==> src/rtl/seq_pattern_pkg.sv <==
// Shared definitions for the 1011 sync-pattern transmitter and its detector bench.
package seq_pattern_pkg;

    typedef enum logic [1:0] {
        IDLE     = 2'd0,
        PREAMBLE = 2'd1,
        DATA     = 2'd2,
        GAP      = 2'd3
    } tx_state_e;

    localparam logic [3:0]  SYNC_PATTERN = 4'b1011;
    localparam int unsigned SYNC_W       = 4;

    // Counter width able to hold values 0..n-1, never narrower than one bit.
    function automatic int unsigned cnt_width(input int unsigned n);
        return (n > 1) ? $clog2(n) : 1;
    endfunction

endpackage

==> src/rtl/seq_piso_shreg.sv <==
// Parallel-load, MSB-first shift register holding the payload word being serialised.
module seq_piso_shreg #(
    parameter int unsigned DATA_W = 8
) (
    input  logic              clk,
    input  logic              reset,
    input  logic              i_load,
    input  logic              i_shift,
    input  logic [DATA_W-1:0] i_data,
    output logic              o_msb
);

    logic [DATA_W-1:0] r_shreg;

    // Load and shift together means the MSB is consumed in the load cycle itself.
    always_ff @(posedge clk) begin
        if (reset) begin
            r_shreg <= '0;
        end else if (i_load) begin
            r_shreg <= i_shift ? (i_data << 1) : i_data;
        end else if (i_shift) begin
            r_shreg <= r_shreg << 1;
        end
    end

    assign o_msb = r_shreg[DATA_W-1];

endmodule

==> src/rtl/seq_pattern_tx.sv <==
// Serial transmitter: optional sync pattern, MSB-first payload, then an idle gap of zeros.
// Registered state/count track the bit currently on tx_bit, so an accepted word shows its
// first bit in the very next cycle and in_ready returns one cycle after the final bit/gap.
module seq_pattern_tx
    import seq_pattern_pkg::*;
#(
    parameter int unsigned      DATA_W     = 8,
    parameter int unsigned      PAT_W      = SYNC_W,
    parameter logic [PAT_W-1:0] PATTERN    = PAT_W'(SYNC_PATTERN),
    parameter int unsigned      GAP_CYCLES = 2,
    parameter int unsigned      CNT_W      = 16
) (
    input  logic              clk,
    input  logic              reset,
    input  logic              in_valid,
    output logic              in_ready,
    input  logic [DATA_W-1:0] in_data,
    input  logic              in_preamble,
    output logic              tx_bit,
    output logic              tx_valid,
    output logic              tx_last,
    output logic              busy,
    output logic [CNT_W-1:0]  frame_count
);

    localparam int unsigned MAX_W = (DATA_W > PAT_W) ? DATA_W : PAT_W;
    localparam int unsigned BC_W  = cnt_width(MAX_W);
    localparam int unsigned GC_W  = cnt_width(GAP_CYCLES);

    localparam logic [BC_W-1:0] DATA_TOP   = BC_W'(DATA_W - 1);
    localparam logic [BC_W-1:0] PAT_TOP    = BC_W'(PAT_W - 1);
    localparam logic [GC_W-1:0] GAP_LOAD   = (GAP_CYCLES > 0) ? GC_W'(GAP_CYCLES - 1) : '0;
    localparam logic            SINGLE_BIT = (DATA_W == 1);
    localparam logic            HAS_GAP    = (GAP_CYCLES > 0);

    tx_state_e          r_state;
    logic [BC_W-1:0]    r_bit_cnt;
    logic [GC_W-1:0]    r_gap_cnt;
    logic               r_tx_bit;
    logic               r_tx_valid;
    logic               r_tx_last;
    logic               r_busy;
    logic [CNT_W-1:0]   r_frame_count;

    logic               w_xfer;
    logic               w_sh_shift;
    logic               w_sh_msb;
    logic               w_last_next;
    logic [BC_W-1:0]    w_pat_idx;
    logic [PAT_W-1:0]   w_pat_shifted;
    logic               w_pat_bit;

    // Handshake decode, shift-register control and next-cycle tx_last.
    always_comb begin
        w_xfer      = in_valid && (r_state == IDLE);
        // Shift whenever the shreg MSB is moved onto tx_bit.
        w_sh_shift  = (w_xfer && !in_preamble)
                   || ((r_state == PREAMBLE) && (r_bit_cnt == '0))
                   || ((r_state == DATA) && (r_bit_cnt != '0));
        w_last_next = (w_xfer && !in_preamble && SINGLE_BIT)
                   || ((r_state == PREAMBLE) && (r_bit_cnt == '0) && SINGLE_BIT)
                   || ((r_state == DATA) && (r_bit_cnt == BC_W'(1)));
        w_pat_idx     = r_bit_cnt - 1'b1;
        w_pat_shifted = PATTERN >> w_pat_idx;
        w_pat_bit     = w_pat_shifted[0];
    end

    seq_piso_shreg #(
        .DATA_W (DATA_W)
    ) u_shreg (
        .clk     (clk),
        .reset   (reset),
        .i_load  (w_xfer),
        .i_shift (w_sh_shift),
        .i_data  (in_data),
        .o_msb   (w_sh_msb)
    );

    // Frame FSM with registered serial outputs, bit/gap counters and frame counter.
    always_ff @(posedge clk) begin
        if (reset) begin
            r_state       <= IDLE;
            r_bit_cnt     <= '0;
            r_gap_cnt     <= '0;
            r_tx_bit      <= 1'b0;
            r_tx_valid    <= 1'b0;
            r_tx_last     <= 1'b0;
            r_busy        <= 1'b0;
            r_frame_count <= '0;
        end else begin
            r_tx_last <= w_last_next;
            if (w_last_next) begin
                r_frame_count <= r_frame_count + 1'b1;
            end
            unique case (r_state)
                IDLE: begin
                    r_tx_bit   <= 1'b0;
                    r_tx_valid <= 1'b0;
                    r_busy     <= 1'b0;
                    if (in_valid) begin
                        r_busy     <= 1'b1;
                        r_tx_valid <= 1'b1;
                        if (in_preamble) begin
                            r_state   <= PREAMBLE;
                            r_bit_cnt <= PAT_TOP;
                            r_tx_bit  <= PATTERN[PAT_W-1];
                        end else begin
                            r_state   <= DATA;
                            r_bit_cnt <= DATA_TOP;
                            r_tx_bit  <= in_data[DATA_W-1];
                        end
                    end
                end
                PREAMBLE: begin
                    if (r_bit_cnt == '0) begin
                        r_state   <= DATA;
                        r_bit_cnt <= DATA_TOP;
                        r_tx_bit  <= w_sh_msb;
                    end else begin
                        r_bit_cnt <= r_bit_cnt - 1'b1;
                        r_tx_bit  <= w_pat_bit;
                    end
                end
                DATA: begin
                    if (r_bit_cnt == '0) begin
                        r_tx_bit   <= 1'b0;
                        r_tx_valid <= 1'b0;
                        if (HAS_GAP) begin
                            r_state   <= GAP;
                            r_gap_cnt <= GAP_LOAD;
                        end else begin
                            r_state <= IDLE;
                            r_busy  <= 1'b0;
                        end
                    end else begin
                        r_bit_cnt <= r_bit_cnt - 1'b1;
                        r_tx_bit  <= w_sh_msb;
                    end
                end
                GAP: begin
                    if (r_gap_cnt == '0) begin
                        r_state <= IDLE;
                        r_busy  <= 1'b0;
                    end else begin
                        r_gap_cnt <= r_gap_cnt - 1'b1;
                    end
                end
                default: r_state <= IDLE;
            endcase
        end
    end

    assign in_ready    = (r_state == IDLE);
    assign tx_bit      = r_tx_bit;
    assign tx_valid    = r_tx_valid;
    assign tx_last     = r_tx_last;
    assign busy        = r_busy;
    assign frame_count = r_frame_count;

endmodule

==> config.mk <==
export PLATFORM = sky130hd
export DESIGN_NAME = seq_pattern_tx
export DESIGN_NICKNAME = d
export VERILOG_FILES = /design/src/rtl/seq_pattern_pkg.sv /design/src/rtl/seq_piso_shreg.sv /design/src/rtl/seq_pattern_tx.sv
export SDC_FILE = /design/constraint.sdc
export NUM_CORES = 1
export LEC_CHECK = 0
export ABC_AREA = 1
export ABC_CLOCK_PERIOD_IN_PS = 2000
export BUFFER_PORTS_ARGS = -buffer_cell sky130_fd_sc_hd__buf_4
export CAP_MARGIN = 15
export CORE_MARGIN = 2
export CORE_UTILIZATION = 50
export CTS_BUF_LIST = sky130_fd_sc_hd__clkbuf_4 sky130_fd_sc_hd__clkbuf_8
export DETAILED_ROUTE_END_ITERATION = 10
export PLACE_DENSITY = 0.76
export SLEW_MARGIN = 40
export SYNTH_ARGS = -nofsm -noshare
export SYNTH_HDL_FRONTEND = slang
export SYNTH_SLANG_ARGS = --single-unit
==> constraint.sdc <==
create_clock -name clk -period 2 [get_ports clk]
set_input_delay 0.1 -clock clk [delete_from_list [all_inputs] [get_ports clk]]
set_output_delay 0.1 -clock clk [all_outputs]
set_load 0.05 [all_outputs]
==> impl_results.md <==
- Outcome: completed
- Cell breakdown of the critical path: inv_1 > ha_1 > nand2_1 > inv_1 > nor2_4 > inv_2 > nor2_1 > nor2_1 > nand2_1 > inv_1
- DIE AREA: 4620 sq um
- DRT iter0 DRCs: 144
- Core Area: 3970 sq um
- I/O pin count: 33
- Row count: 23
- Final Max Tran Viols: 0
- Via count: 1,975
- Die X: 68.0 um
- EDFF count, synth: 0
- Gr usage total: 21.4%
- Cts repair resizes: 0
- DR WL/cell: approximately 11 um
- Kind of critical path: flop to flop
- Vias in the first global route: 1,790
- Htree depth: 2
- CP max stage cell: dfxtp_1
- Clk network pwr share: 18.3%
- Final setup viols: 0
- Port Buffers: 32
- Clock root buffer: clkbuf_8
- RSZ-0062 raised after global routing: no
- Hold Path Class: input port to flop
- CTS tree: done
- Synth unique cells: 32
- Kind of end point of the critical path: flop
- Worst hold start: in_data[7]
- Nets@finish: 370
- Final Hold Fails: 0
- Worst Tran Pin Value: 482 ps
- Syn_area_per_cell: 6.54 sq um
- Yosys top cell area share: 33.3%
- Switch Pwr: 1380 uW
- Hold Path Cell Cnt: 5
- GPL Wtd Cong: about 0.90
- Detail Placement HPWL: 3350 um
- Overall routed net length: 4410 um
- Pleak: approximately 0.0011 uW
- FF-to-FF setup slack: 220 ps
- Fraction of registers with async set/reset: 0%
- Synth area leader: dfxtp_1
- Cell area after technology mapping: between 2000 and 2500 sq um
- Fmax: 560 MHz
- Post-CTS setup buffer count: 0
- Total gr overflow: 0
- Antenna Diode Count: 0
- Syn Inst Count: between 300 and 400
- Area grow syn2layout: 18.3%
- Final Power: 2990 uW
- Die Ht: 68.0 um
- Comb pwr share: around 51%
- Initial antenna violation count: 0
- Max-Cap Viols: 0
- Max VDD drop: 0.766 mV
- Synth Register Bits: 34
- First-pass GRT wire length: about 7600 um
- Post-route DRC: 0
- CP peak stage delay: 370 ps
- Largest net degree at the start of global routing: 20
- Mapped Nets: roughly 340
- Min cycle time layout: 1780 ps
- Synth Flop Type: dfxtp_1
- Crit path top cell by count: inv_1
- Sw Share: 46.1%
- CTS buffer count: 5
- Total clock sinks: 34
- PD cells: 1230 nW/um^2
- Cell Int Power: 1610 uW
- R2r endpoint: u_shreg.r_shreg[7]
- Crit path DAT: 1980 ps
- Fin crit share: 89.2%
- Yosys warns: 0
- Initial Util: 51.5%
- Clk_skew: 7.62 ps
- Worst r2r src: r_state[0]
- Setup TNS: 0 ps
- DRT antenna net count: 0
- Via density: 4.95
- Worst-Skew Late Latency: 290 ps
- Hold-critical path endpoint: u_shreg.r_shreg[7]
- Sequential-to-total area share from yosys stat: 33.3%
- Crit path max fanout: 11
- Clk buf depth: 2
- First-pass detailed-route iteration total: 4
- Worst EP required: 2200 ps
- Clock slew at reported path FFs: 80 ps
- CTS Hold Bufs: 0
- Flop pwr share: between 30% and 40%
- Critical Path Start Type: flop
- Share of layout cells above drive strength 1: 16.6%
- R2R depth: 10
- Relative slew slack: 67.7%
- Area contributors post-synth: dfxtp_1 (33%), nand2_1 (15%), inv_1 (8.8%)
==> worst max-delay path: cells and delay by family (launching register included) <==
kind | cells | cell delay (ps)
and+or+nand+nor | 5 | 640
buffers and inverters | 4 | 430
adders and majority gates | 1 | 250
DFF | 1 | 370
==> metal layers <==
metal | global-route usage, % | vias up | routed length, um
li1 | - | 1062 | -
met1 | 28.9 | 877 | 2250
met2 | 34.3 | 29 | 1930
met3 | 4.93 | 7 | 186
met4 | 5.25 | 0 | 42
met5 | 0 | - | 0
==> through the flow <==
step           instances  hold WS, ps  utilization, %  instance area [sq um]  setup WS [ps]
3_3_place_gp         391          410            58.6                   2330            324
2_1_floorplan        313          254               -                   2050            102
3_5_place_dp         391          409            58.6                   2330            228
5_1_grt              399          131            61.0                   2420           80.6
6_report             399          107            61.0                   2420            215
4_1_cts              399         99.6            61.0                   2420            229
==> cells by family (layout without fill, tap and decap cells) <==
logic type / Yosys count / count (layout) / share of synthesized area (%)
fa+ha+maj: 10 / 10 / 6.11
xor+xnor: 1 / 1 / 0.428
compound gates: 60 / 60 / 16.1
buf+inv: 57 / 93 / 11.1
simple gates: 151 / 151 / 33.0
flops: 34 / 34 / 33.3
==> placed cells by master (no fill, tap or decap), drive strengths merged <==
cell      count
a221oi        2
nand3        17
xnor2         1
nor3          3
o21a          2
clkinv        2
nor2         38
buf          33
dfxtp        34
a31oi         1
a211oi        1
clkbuf        6
clkinvlp      1
o21ai        24
ha           10
inv          51
o211ai        2
nand4         4
nand2        89
a21oi        28
==> synthesized netlist by cell type, types with 4 or more instances <==
cell type   n
nand2_1    84
o21ai_0    17
nor2_1     34
o21ai_1     7
ha_1       10
inv_1      48
a21oi_1    27
nand4_1     4
nand3_1    16
dfxtp_1    34
==> registers in the layout, indices dropped and copies added, names as in the netlist <==
signal,count
frame_count,16
r_state,2
r_bit_cnt,3
r_gap_cnt,1
u_shreg.r_shreg,8
tx_bit,1
tx_valid,1
busy,1
tx_last,1
==> worst max path at each step <==
stage          startpoint                 end  slack [ps]  cells past startpoint
5_1_grt        r_state[0]     frame_count[10]          80                      9
3_3_place_gp   r_state[0]  u_shreg.r_shreg[7]         320                     10
3_5_place_dp   r_state[0]  u_shreg.r_shreg[7]         230                     10
4_1_cts        r_state[0]  u_shreg.r_shreg[7]         230                     10
6_report       r_state[0]  u_shreg.r_shreg[7]         220                     10
2_1_floorplan  r_state[0]  u_shreg.r_shreg[2]         100                     11
==> cell type report <==
class | instances | area, sq um
Clock buffer | 6 | 82.6
Clock inverter | 2 | 12.5
Fill cell | 408 | 1550
Inverter | 52 | 195
Multi-Input combinational cell | 222 | 1140
Sequential cell | 34 | 681
Tap cell | 50 | 62.6
Timing Repair Buffer | 33 | 248
==> power by group through the flow <==
stage / Sequential, uW / Combinational [uW] / Clock [uW]
floorplan: 1010 / 1140 / 0
global placement: 922 / 1510 / 0
detailed placement: 927 / 1530 / 0
CTS: 912 / 1530 / 561
global route: 928 / 1750 / 582
finish: 913 / 1530 / 548
No activity file was read; power rests on OpenSTA's default activity.
